## src/rtl/char_scroll_pkg.sv

```systemverilog
// Shared types and constants for the character scroller and its timing helpers.
// Contents: code width, default blank code, divider run/hold state, scroll
// direction encodings.
package char_scroll_pkg;

  localparam int CODE_W = 4;

  // Code the per-digit decoders render as an unlit digit.
  localparam logic [CODE_W-1:0] DEFAULT_BLANK_CODE = 4'hF;

  typedef enum logic {
    HOLD = 1'b0,
    RUN  = 1'b1
  } state_e;

  localparam logic DIR_UP   = 1'b0;
  localparam logic DIR_DOWN = 1'b1;

endpackage

```

## src/rtl/char_scroller_if.sv

```systemverilog
// Control/data bundle between a message source and the character scroller.
//   en, dir              : scroll enable and direction
//   load_we/addr/data    : message buffer write port
//   codes                : packed registered digit codes, digit 0 in [3:0]
//   step                 : one-cycle pulse per scroll step
//   head                 : current window start index
// master drives control and write port; slave (the scroller) drives outputs.
interface char_scroller_if
  import char_scroll_pkg::*;
#(
  parameter int NUM_DIGITS = 4
);

  logic                         en;
  logic                         dir;
  logic                         load_we;
  logic [3:0]                   load_addr;
  logic [CODE_W-1:0]            load_data;
  logic [CODE_W*NUM_DIGITS-1:0] codes;
  logic                         step;
  logic [3:0]                   head;

  modport master (
    output en, dir, load_we, load_addr, load_data,
    input  codes, step, head
  );

  modport slave (
    input  en, dir, load_we, load_addr, load_data,
    output codes, step, head
  );

endinterface

```

## src/rtl/rate_divider.sv

```systemverilog
// Programmable rate divider shared by the timed display blocks.
//   Clock  : system clock
//   Reset  : synchronous active-high reset
//   en     : 1 = count, 0 = hold count
//   pulse  : registered one-cycle pulse on each wrap of the 0..TICK_DIV-1 count
module rate_divider
  import char_scroll_pkg::*;
#(
  parameter int TICK_DIV = 50000000
) (
  input  logic Clock,
  input  logic Reset,
  input  logic en,
  output logic pulse
);

  localparam int CW = (TICK_DIV > 1) ? $clog2(TICK_DIV) : 1;
  localparam logic [CW-1:0] LAST = CW'(TICK_DIV - 1);

  state_e        state_q, state_d;
  logic [CW-1:0] cnt_q, cnt_d;
  logic          pulse_q, pulse_d;

  always_ff @(posedge Clock) begin
    if (Reset) begin
      state_q <= HOLD;
      cnt_q   <= '0;
      pulse_q <= 1'b0;
    end else begin
      state_q <= state_d;
      cnt_q   <= cnt_d;
      pulse_q <= pulse_d;
    end
  end

  always_comb begin
    state_d = state_q;
    case (state_q)
      HOLD:    if (en)  state_d = RUN;
      RUN:     if (!en) state_d = HOLD;
      default: state_d = HOLD;
    endcase
  end

  // Outputs follow the state being entered so a change of en acts on the
  // same edge; the retained count means no step is lost or repeated.
  always_comb begin
    cnt_d   = cnt_q;
    pulse_d = 1'b0;
    if (state_d == RUN) begin
      if (cnt_q == LAST) begin
        cnt_d   = '0;
        pulse_d = 1'b1;
      end else begin
        cnt_d = cnt_q + CW'(1);
      end
    end
  end

  assign pulse = pulse_q;

endmodule

```

## src/rtl/char_scroller.sv

```systemverilog
// Character scroller: holds a MSG_LEN-entry message of 4-bit codes and shows a
// NUM_DIGITS-wide window of it, rotating the window once per scroll step.
//   Clock, Reset : system clock, synchronous active-high reset
//   bus (slave)  : en/dir control, buffer write port, codes/step/head outputs
//   blink        : only with CHAR_SCROLLER_BLINK_EN defined; 1 = toggle an
//                  all-blank display phase on every step
// Optional feature macro: CHAR_SCROLLER_BLINK_EN.
module char_scroller
  import char_scroll_pkg::*;
#(
  parameter int                NUM_DIGITS = 4,
  parameter int                MSG_LEN    = 8,
  parameter int                TICK_DIV   = 50000000,
  parameter logic [CODE_W-1:0] BLANK_CODE = DEFAULT_BLANK_CODE
) (
  input  logic            Clock,
  input  logic            Reset,
`ifdef CHAR_SCROLLER_BLINK_EN
  input  logic            blink,
`endif
  char_scroller_if.slave  bus
);

  localparam logic [3:0] LAST_IDX = 4'(MSG_LEN - 1);
  localparam int         OUT_W    = CODE_W * NUM_DIGITS;

  logic [CODE_W-1:0] buf_q [MSG_LEN];
  logic [CODE_W-1:0] buf_d [MSG_LEN];
  logic [3:0]        head_q, head_d;
  logic [OUT_W-1:0]  codes_q, codes_d;
  logic [OUT_W-1:0]  window;
  logic              step;
`ifdef CHAR_SCROLLER_BLINK_EN
  logic              phase_q, phase_d;
`endif

  rate_divider #(
    .TICK_DIV(TICK_DIV)
  ) u_div (
    .Clock(Clock),
    .Reset(Reset),
    .en   (bus.en),
    .pulse(step)
  );

  // Head moves on the edge where step is high; dir matters only then.
  always_comb begin
    head_d = head_q;
    if (step) begin
      if (bus.dir == DIR_UP) begin
        head_d = (head_q == LAST_IDX) ? 4'd0 : head_q + 4'd1;
      end else begin
        head_d = (head_q == 4'd0) ? LAST_IDX : head_q - 4'd1;
      end
    end
  end

  // Out-of-range addresses match no entry and are dropped.
  always_comb begin
    for (int unsigned i = 0; i < MSG_LEN; i++) begin
      buf_d[i] = buf_q[i];
      if (bus.load_we && (bus.load_addr == 4'(i))) begin
        buf_d[i] = bus.load_data;
      end
    end
  end

  // head < MSG_LEN and k < MSG_LEN, so one conditional subtract is the modulo.
  always_comb begin
    int unsigned idx;
    idx    = 0;
    window = '0;
    for (int unsigned k = 0; k < NUM_DIGITS; k++) begin
      idx = 32'(head_q) + k;
      if (idx >= MSG_LEN) idx = idx - MSG_LEN;
      window[CODE_W*k +: CODE_W] = BLANK_CODE;
      for (int unsigned i = 0; i < MSG_LEN; i++) begin
        if (idx == i) window[CODE_W*k +: CODE_W] = buf_q[i];
      end
    end
  end

`ifdef CHAR_SCROLLER_BLINK_EN
  always_comb begin
    phase_d = phase_q;
    if (step) phase_d = blink ? ~phase_q : 1'b0;
    codes_d = phase_q ? {NUM_DIGITS{BLANK_CODE}} : window;
  end
`else
  always_comb begin
    codes_d = window;
  end
`endif

  always_ff @(posedge Clock) begin
    if (Reset) begin
      for (int unsigned i = 0; i < MSG_LEN; i++) buf_q[i] <= BLANK_CODE;
      head_q  <= '0;
      codes_q <= {NUM_DIGITS{BLANK_CODE}};
`ifdef CHAR_SCROLLER_BLINK_EN
      phase_q <= 1'b0;
`endif
    end else begin
      for (int unsigned i = 0; i < MSG_LEN; i++) buf_q[i] <= buf_d[i];
      head_q  <= head_d;
      codes_q <= codes_d;
`ifdef CHAR_SCROLLER_BLINK_EN
      phase_q <= phase_d;
`endif
    end
  end

  assign bus.codes = codes_q;
  assign bus.step  = step;
  assign bus.head  = head_q;

endmodule
```

## src/flat_wrapper.sv

```systemverilog
// flat-port wrapper written by rule: the top's interface ports become plain ports
module char_scroller_flat import char_scroll_pkg::*;
#(
  parameter int                NUM_DIGITS = 4,
  parameter int                MSG_LEN    = 8,
  parameter int                TICK_DIV   = 50000000,
  parameter logic [CODE_W-1:0] BLANK_CODE = DEFAULT_BLANK_CODE
)
  (Clock, Reset, bus_en, bus_dir, bus_load_we, bus_load_addr, bus_load_data, bus_codes, bus_step, bus_head);
  char_scroller_if #(.NUM_DIGITS(NUM_DIGITS)) bus_i ();
  input  logic Clock;
  input  logic Reset;
  input wire logic [$bits(bus_i.en)-1:0] bus_en;
  input wire logic [$bits(bus_i.dir)-1:0] bus_dir;
  input wire logic [$bits(bus_i.load_we)-1:0] bus_load_we;
  input wire logic [$bits(bus_i.load_addr)-1:0] bus_load_addr;
  input wire logic [$bits(bus_i.load_data)-1:0] bus_load_data;
  output wire logic [$bits(bus_i.codes)-1:0] bus_codes;
  output wire logic [$bits(bus_i.step)-1:0] bus_step;
  output wire logic [$bits(bus_i.head)-1:0] bus_head;
  assign bus_i.en = bus_en;
  assign bus_i.dir = bus_dir;
  assign bus_i.load_we = bus_load_we;
  assign bus_i.load_addr = bus_load_addr;
  assign bus_i.load_data = bus_load_data;
  assign bus_codes = bus_i.codes;
  assign bus_step = bus_i.step;
  assign bus_head = bus_i.head;
  char_scroller #(.NUM_DIGITS(NUM_DIGITS), .MSG_LEN(MSG_LEN), .TICK_DIV(TICK_DIV), .BLANK_CODE(BLANK_CODE)) u_core (.Clock(Clock), .Reset(Reset), .bus(bus_i));
endmodule
```

## config.mk

```make
export PLATFORM = sky130hd
export DESIGN_NAME = char_scroller_flat
export DESIGN_NICKNAME = d
export VERILOG_FILES = /design/src/rtl/char_scroll_pkg.sv /design/src/rtl/char_scroller_if.sv /design/src/rtl/rate_divider.sv /design/src/rtl/char_scroller.sv /design/src/flat_wrapper.sv
export SDC_FILE = /design/constraint.sdc
export NUM_CORES = 1
export LEC_CHECK = 0
export BUFFER_PORTS_ARGS = -buffer_cell sky130_fd_sc_hd__buf_2
export CORE_ASPECT_RATIO = 1.5
export CORE_MARGIN = 4
export CORE_UTILIZATION = 44
export DETAILED_ROUTE_END_ITERATION = 10
export SYNTH_ARGS = -nofsm -noshare
export SYNTH_HDL_FRONTEND = slang
export SYNTH_HIERARCHICAL = 1
export SYNTH_SLANG_ARGS = --single-unit
```

## constraint.sdc

```tcl
create_clock -name Clock -period 4.3 [get_ports Clock]
set_input_delay 0.645 -clock Clock [delete_from_list [all_inputs] [get_ports Clock]]
set_output_delay 0.645 -clock Clock [all_outputs]
set_load 0.05 [all_outputs]
```

Word level (Yosys, flattened, before mapping). Memory sizes are Yosys's and may differ from the RTL's. Index checks and enable logic that the tools add are counted. W data, S select, Z words.

Flip-flop bits (word level): 47. Memory bits (writable): 32. Bits of input ports: 13. Output and inout port bits: 21. Logic and storage cells: 141. Memories: 1.

Add/sub/neg operators: 10. Magnitude comparators: 4. Equality and inequality tests: 37. Muxes and demuxes: 61. Bitwise operators: 9. Reduce and logical (&&, ||, !) cells: 15.

Memories: u_core.buf_q (words 8, width 4, read ports 8, clocked after Yosys merged registers in 0, write ports 8, RTL line char_scroller.sv:27) `logic [CODE_W-1:0] buf_q [MSG_LEN];`.

Operators with widths (count): $eq A32 B3 Y1 const B (16); $eq A32 B2 Y1 const B (8); $mux W4 (51); $eq A32 B1 Y1 const B (4); $logic_not A32 Y1 (4); $mux W32 (4); $ge A32 B4 Y1 const B (3); $sub A32 B4 Y32 const B (3); $add A26 B1 Y26 const B (1); $eq A26 B26 Y1 const B (1); $mux W26 (1); $eq A4 B3 Y1 const B (5); $add A4 B2 Y5 const B (2); $eq A4 B2 Y1 const B (2); $logic_and A1 B1 Y1 (8); $logic_not A4 Y1 (2); $or A1 B1 Y1 (8); $add A4 B1 Y5 const B (1); $mux W1 (5); $sub A4 B4 Y5 const B (1); $add A4 B1 Y4 const B (1); $eq A4 B1 Y1 const B (1); $ge A4 B4 Y1 const B (1); $sub A4 B1 Y4 const B (1); 2 further kinds (2).

Logic depth before layout (Yosys ltp). Gate-level depths: netlist of the first run.

Depth in word-level cells: 12. Gate-level depth with buffers: 13. Gate-level depth less buffers: 12.

By module. Netlist of the first run, hierarchy kept.

Modules (own cells, without submodules): char_scroller (times used 1, cells each 490, area an instance 3742.3 µm², sequential area each 1041.0 µm²); rate_divider (times used 1, cells each 154, area an instance 1318.8 µm², sequential area each 540.5 µm²).

Worst setup path after synthesis of the first run. No wires, ideal clock.

Path type: reg2reg. From: reg u_core.head_q[1] (netlist: u_core/bus.head[1]). To: reg u_core.codes_q[15] (netlist: u_core/bus.codes[15]). Library setup time: 120 ps. Data arrival time: 3430 ps. Data required time: 4180 ps. Setup slack: 750 ps. Stages on the path, launching flop included: 13. Buffers on the path: 0. Period minus slack after synthesis: 3550 ps. Cell sequence: dfxtp_1 inv_1 ha_1 a21oi_4 xnor2_2 inv_1 ha_1 or3b_1 mux2i_2 a211oi_2 or3b_1 a311oi_1 nor2_1.

Word-level cells in the longest chain between the ends: 12. Elaborated cells between the ends (all ways): 20.

Ends and longest elaborated chain: start: declaration (RTL line char_scroller.sv:29) `logic [3:0] head_q, head_d;`; start signal: assignment (RTL line char_scroller.sv:98) `head_q <= '0;`; start signal: assignment (RTL line char_scroller.sv:105) `head_q <= head_d;`; $add A4 B2 Y5 * (RTL line char_scroller.sv:74) `idx = 32'(head_q) + k;`; $sub A32 B4 Y32 / $ge A32 B4 Y1 (equally long branches) (RTL line char_scroller.sv:75) `if (idx >= MSG_LEN) idx = idx - MSG_LEN;`; $mux W32 * (RTL line char_scroller.sv:75); $logic_not A32 Y1 (RTL line char_scroller.sv:78) `if (idx == i) window[CODE_W*k +: CODE_W] = buf_q[i];`; $mux W4 (7 in a row) (RTL line char_scroller.sv:78); $mux W4 * (RTL line char_scroller.sv:78); end signal: assignment (RTL line char_scroller.sv:99) `codes_q <= {NUM_DIGITS{BLANK_CODE}};`; end signal: assignment (RTL line char_scroller.sv:106) `codes_q <= codes_d;`; end: declaration (RTL line char_scroller.sv:30) `logic [OUT_W-1:0] codes_q, codes_d;`.

Mark *: on every way between the ends. The rest lies on a longest branch, timed or not. A chain may end at the register's enable or synchronous reset.

Worst setup path in the final report of the first run.
From: reg u_core.head_q[1] (netlist: u_core/bus.head[1]). To: reg u_core.codes_q[14] (netlist: u_core/bus.codes[14]).

Same word-level chain as after synthesis.

==> results of run 1 <==
[worst max-delay path, cell delays in order, from the launching register on]
cell and delay (ns):
dfxtp_1 0.49, inv_1 0.20, ha_1 0.29, a21oi_4 0.25
xnor2_2 0.15, inv_1 0.10, ha_1 0.37, or3b_1 0.39
mux2i_2 0.23, a211oi_2 0.20, or3b_1 0.41, a311oi_1 0.29
nor2_1 0.06
[per-stage QoR]
stage | std cells | area, µm² | setup slack, ns | power [W] | hold slack [ns]
final | 799 | 5560 | 0.734 | 0.00160 | 0.491
after global routing | 799 | 5560 | 0.471 | 0.00166 | 0.513
after CTS | 799 | 5560 | 0.767 | 0.00162 | 0.492
after detailed placement | 784 | 5270 | 0.796 | 0.000835 | 0.483
after global placement | 784 | 5270 | 0.942 | 0.000833 | 0.473
after floorplan | 644 | 5060 | 0.750 | 0.000811 | 0.448
[metal layers]
metal	part of all wire, %	GRT usage [%]	vias up	wire length, µm
li1	-	-	2347	-
met2	51	39.3	126	7670
met5	0	0	-	0
met4	5.6	13.6	0	846
met1	40	26.5	2318	6000
met3	4.1	3.83	46	616
[layout make-up]
cell class	instances	area, µm²	area share [%]
multi-input combinational	490	3170	57.0
clock inverter	4	55.1	0.989
clock buffer	11	243	4.36
timing repair buffer	41	225	4.05
sequential	79	1580	28.4
tap	147	184	3.31
inverter	27	101	1.82
[worst min path at each step]
stage / from / to / slack [ns] / cells past startpoint
after CTS: u_core/u_div/cnt_q[22]$_SDFFE_PP0P_ / u_core/u_div/cnt_q[22]$_SDFFE_PP0P_ / 0.49 / 2
after global routing: u_core/u_div/cnt_q[22]$_SDFFE_PP0P_ / u_core/u_div/cnt_q[22]$_SDFFE_PP0P_ / 0.51 / 2
after floorplan: u_core/u_div/cnt_q[22]$_SDFFE_PP0P_ / u_core/u_div/cnt_q[22]$_SDFFE_PP0P_ / 0.45 / 2
final: u_core/u_div/cnt_q[22]$_SDFFE_PP0P_ / u_core/u_div/cnt_q[22]$_SDFFE_PP0P_ / 0.49 / 2
after global placement: u_core/u_div/cnt_q[22]$_SDFFE_PP0P_ / u_core/u_div/cnt_q[22]$_SDFFE_PP0P_ / 0.47 / 2
after detailed placement: u_core/u_div/cnt_q[22]$_SDFFE_PP0P_ / u_core/u_div/cnt_q[22]$_SDFFE_PP0P_ / 0.48 / 2
[state kept, by name, summed over array words and instances (netlist names)]
signal / cells
u_core/buf_q: 32
u_core/u_div/cnt_q: 26
u_core/bus.head: 4
u_core/bus.codes: 16
u_core/u_div/pulse: 1
[cell families after synthesis]
logic type | synth area share (%)
simple gates | 24.8
compound gates | 23.9
flops | 31.2
buf+inv | 6.25
mux | 6.97
xor+xnor | 3.09
fa+ha+maj | 3.71
[report_power, final]
part,internal (W),total [W],switching [W],leakage [nW]
sequential,0.000740,0.000749,0.00000955,0.640
clock,0.000466,0.000779,0.000313,0.142
combinational,0.0000243,0.0000692,0.0000449,1.36
total,0.00123,0.00160,0.000368,2.14
[cells in the final DEF (no fill, tap or decap), types with 7 or more instances in the layout]
cell type and n:
nand4_1 10, xnor2_1 10, buf_4 8, buf_2 33, nand3_1 15, o22ai_1 8, o31ai_1 7, nor2_1 42
nand2_1 81, or4_1 7, inv_1 27, dfxtp_1 79, clkbuf_16 9, nor2b_1 11, and3_1 12, or3_1 8
nor3_1 9, mux2i_1 26, a21oi_1 63, nand3b_1 8, o211ai_1 16, o21ai_0 30, ha_1 15
==> summary.txt, run 1 <==
Routability congestion estimate - 0.876
Fraction of layout cells with a size suffix above 1 - 11.7%
Yosys warnings - 6
Final hold vios - 0
Worst hold path class - flop to flop
Clk_skew - 0.00490 ns
FF-to-FF Start - u_core/bus.head[1]$_SDFFE_PP0P_
Post-DRT Antenna Nets - 0
Layout Utilization - 49.8%
Most frequent cell after synthesis - nand2_1
Core Box Area - 11200 µm²
EDFF count, synth - 0
Synthesis-to-layout area growth - 9.94%
Syn Nets - 672
CTS root buffer - clkbuf_16
CTS Buf Count - 9
Post-CTS Hold Buffers - 0
CP Class - flop to flop
Critical Path End - u_core/bus.codes[14]$_SDFF_PP1_
CP Capture Type - flop
Final WL - 15100 µm
Via count - 4837
Pre-Repair DR Iteration Count - 5
Crit path launch - u_core/bus.head[1]$_SDFFE_PP0P_
Std cell rows - 47
Vias in the first global route - 4582
Max-slew violations - 0
Area contributors post-synth - dfxtp_1 (31%), a21oi_1 (6.2%), nand2_1 (6.0%)
Maximum VDD drop - 228 µV
Tcrit/Tclk final - 82.9%
RSZ-0062 raised after global routing - no
Ys async rst share - 0%
Setup Buffers After CTS - 0
Post-synth top cells - nand2_1 (81), dfxtp_1 (79), a21oi_1 (63)
Syn Area/Cell - 7.86 µm²
Yosys cell types - 68
Setup TNS - 0 ns
Synth Instances - 644
N_diodes - 0
Initial antenna violation count - 0
Synth Register Bits - 79
Arr. time, crit path - 3.79 ns
Top_reg_cell synth - dfxtp_1
CTS H-Tree Depth - 3
Clk slew on worst S/H paths - 0.06 ns
Maxcap violations - 0
FF-to-FF End - u_core/bus.codes[14]$_SDFF_PP1_
Final setup vio count - 0
Clk buf depth - 2
CP Data Required Time - 4.53 ns
P_leak - 2.14 nW
R2R Setup Slk - 0.73 ns
Gr usage total - 23.1%
Vias per cell - 6.05
Nets - 676
Outcome - finished clean
Dpl hpwl - 11000 µm
Fillers - 1142
Min Tclk post-route - 3.57 ns
Die H - 139 µm
PwrDens - 287 nW/µm²
1st-iter DRT viols - 338
Sequential share of the synthesized area - 31.2%
Die area - 13300 µm²
WL/cell - 18.9 µm
Drt drc - 0
First-pass GRT wire length - 24000 µm
Initial Util - 45.3%
Area of the mapped netlist - 5060 µm²
Port Buffer Count - 33
CTS resizes - 0
# IOs - 34
Largest net degree at the start of global routing - 43
Max_slew headroom - 41.0%
Gr ovfl total - 0
Worst-Skew Late Latency - 0.34 ns
Fmax - 280 MHz
Crit-path max FO - 9
Startpoint types - flop
Clk sink count - 79
Worst slew pin tran - 0.883 ns
Synth top area share - 31.2%
Die W - 95.6 µm
R2R depth - 12
CTS tree - yes
Largest area contributor in the netlist - dfxtp_1
No activity file was read; power rests on OpenSTA's default activity.
==> run 2: changes to the inputs <==
- ABC_AREA: not set -> 1
- clock period: 4.3 -> 3.09 ns (I/O delays scaled with it)
==> summary.txt, run 2 <==
Startpoint types - flop
Maxcap violations - 0
Synthesis-to-layout area growth - 11.5%
Largest net degree at the start of global routing - 39
Commonest non-fill, non-tap cell in the layout - nand2_1
Max stage delay on crit path - 0.43 ns
1st-iter DRT viols - 374
Worst slack at placement - 0.231 ns
Fraction of layout cells with a size suffix above 1 - 14.6%
Max-slew violations - 0
Port Buffer Count - 33
Worst hold path class - input port to flop
Initial Util - 45.1%
Arr. time, crit path - 2.92 ns
Min Tclk post-route - 2.69 ns
CTS tree - yes
CP bufs+invs - 2
Area of the mapped netlist - 5440 µm²
N_diodes - 0
Top reg by flops - u_core/buf_q
EDFF count, synth - 0
Synth top area share - 29.1%
Commonest non-fill, non-tap cells in the layout - nand2_1 (207), inv_1 (117), nor2_1 (78), dfxtp_1 (78), nand3_1 (64)
Pre-Repair DR Iteration Count - 5
WL/cell - 16.9 µm
Die H - 144 µm
Drt drc - 0
Syn Nets - 858
Nets - 888
CTS H-Tree Depth - 3
FF-to-FF Start - u_core/bus.head[1]$_SDFFE_PP0P_
First-pass GRT wire length - 27300 µm
Clk_skew - 0.0101 ns
CP Class - flop to flop
Worst-Skew Late Latency - 0.34 ns
Fmax - 371 MHz
Most used cell, CP - nand2_1
Top_reg_cell synth - dfxtp_1
Gr ovfl total - 0
CP Data Required Time - 3.32 ns
Yosys warnings - 6
Initial antenna violation count - 0
Core Box Area - 12100 µm²
Yosys cell types - 40
Vias in the first global route - 5420
Via count - 5531
Top delay family on crit path - simple AND/OR/NAND/NOR gates
Std cell rows - 49
Syn Area/Cell - 6.56 µm²
Post-CTS Hold Buffers - 0
CTS root buffer - clkbuf_16
RSZ-0062 raised after global routing - no
Crit-path max FO - 7
Setup TNS - 0 ns
Fillers - 1220
Post-DRT Antenna Nets - 0
Largest area contributor in the netlist - dfxtp_1
R2R Setup Slk - 0.40 ns
Gr usage total - 24.8%
Final WL - 17300 µm
CP max-delay cell - dfxtp_1
Clk buf depth - 2
Clk slew on worst S/H paths - 0.06 ns
Final worst setup slack - 0.396 ns
Vias per cell - 5.43
Max reg flops - 32
PwrDens - 395 nW/µm²
Outcome - finished clean
Ys async rst share - 0%
Maximum VDD drop - 323 µV
# IOs - 34
Synth Register Bits - 79
Min-delay src - bus_load_data[1]
CP Capture Type - flop
Synth Instances - 830
Final setup vio count - 0
Die area - 14200 µm²
Routability congestion estimate - 1.01
Final hold vios - 0
CTS Buf Count - 9
Most frequent cell after synthesis - nand2_1
Area contributors post-synth - dfxtp_1 (29%), nand2_1 (14%), inv_1 (8.1%)
Sequential share of the synthesized area - 29.1%
CP Cell Sequence - ha_1, nor2_1, nor2_2, inv_1, ha_1, nand3_1, nand2_1, nor2_2, nand3_1, o21ai_0, inv_1, nand2_1, nand2_1
Dpl hpwl - 13600 µm
Crit path launch - u_core/bus.head[1]$_SDFFE_PP0P_
Tcrit/Tclk final - 87.2%
Max_slew headroom - 60.8%
Die W - 98.8 µm
Clk sink count - 79
Post-synth top cells - nand2_1 (207), inv_1 (117), dfxtp_1 (79), nor2_1 (79), nand3_1 (64)
P_leak - 2.82 nW
Worst slew pin tran - 0.585 ns
-- run 2: kinds of logic (layout without fill, tap and decap cells) --
| logic type | after synthesis | count (layout) | share of synthesized area (%) |
|---|---|---|---|
| AND/OR/NAND/NOR | 444 | 444 | 39.8 |
| buffers and inverters | 150 | 185 | 11.5 |
| AO/OA/AOI/OAI | 127 | 127 | 13.6 |
| flip-flops | 79 | 79 | 29.1 |
| adder cells (fa/ha/maj) | 15 | 15 | 3.45 |
| XOR/XNOR | 14 | 14 | 2.39 |
| multiplexers | 1 | 1 | 0.184 |
-- run 2: what timing repair did --
item                                    in CTS  in global routing
resized for setup                            0                  2
endpoints found under the setup margin       0                  3
setup buffers                                0                  0
-- run 2: path summary, 6_finish.rpt --
| path | end | depth (start not counted) |
|---|---|---|
| worst min register to register | u_core/u_div/cnt_q[6]$_SDFFE_PP0P_ | 1 |
| worst max-delay path | u_core/bus.codes[8]$_SDFF_PP1_ | 13 |
| worst min-delay path | u_core/buf_q[0][9]$_SDFFE_PP1P_ | 3 |
| worst max register to register | u_core/bus.codes[8]$_SDFF_PP1_ | 13 |
-- run 2: area by class of cell --
class	count	area, µm²	share of cell area (%)
clock buffers	10	229	3.78
flip-flops and latches	79	1580	26.1
multi-input cells	601	3230	53.3
inverters	129	492	8.11
repair buffers	40	218	3.59
clock inverters	6	118	1.94
well taps	153	191	3.16
-- run 2: where the power goes --
group / total (W) / internal [W] / switching [W]
logic: 0.000118 / 0.0000322 / 0.0000861
registers: 0.00104 / 0.00103 / 0.0000120
clock network: 0.00123 / 0.000796 / 0.000434
-- run 2: per-layer routing --
metal | up-vias | wire (µm) | track usage [%]
li1 | 2746 | - | -
met1 | 2538 | 6120 | 23.7
met2 | 175 | 9400 | 49.2
met3 | 72 | 737 | 3.67
met4 | 0 | 988 | 14.6
met5 | - | 0 | 0
-- run 2: worst register-to-register path, stage by stage (launching register included) --
cell and delay [ns]:
dfxtp_1 0.43, ha_1 0.29, nor2_1 0.07, nor2_2 0.19
inv_1 0.09, ha_1 0.22, nand3_1 0.15, nand2_1 0.09
nor2_2 0.17, nand3_1 0.30, o21ai_0 0.37, inv_1 0.11
nand2_1 0.08, nand2_1 0.04
-- run 2: per-stage QoR --
stage / cells / total power, W / hold slack (ns) / area, µm² / utilization, %
after floorplan: 830 / 0.00114 / 0.458 / 5440 / -
after global placement: 1002 / 0.00118 / 0.496 / 5710 / 47.3
after detailed placement: 1002 / 0.00118 / 0.507 / 5710 / 47.3
after CTS: 1018 / 0.00242 / 0.497 / 6060 / 50.2
after global routing: 1018 / 0.00248 / 0.503 / 6060 / 50.2
final: 1018 / 0.00239 / 0.507 / 6060 / 50.2
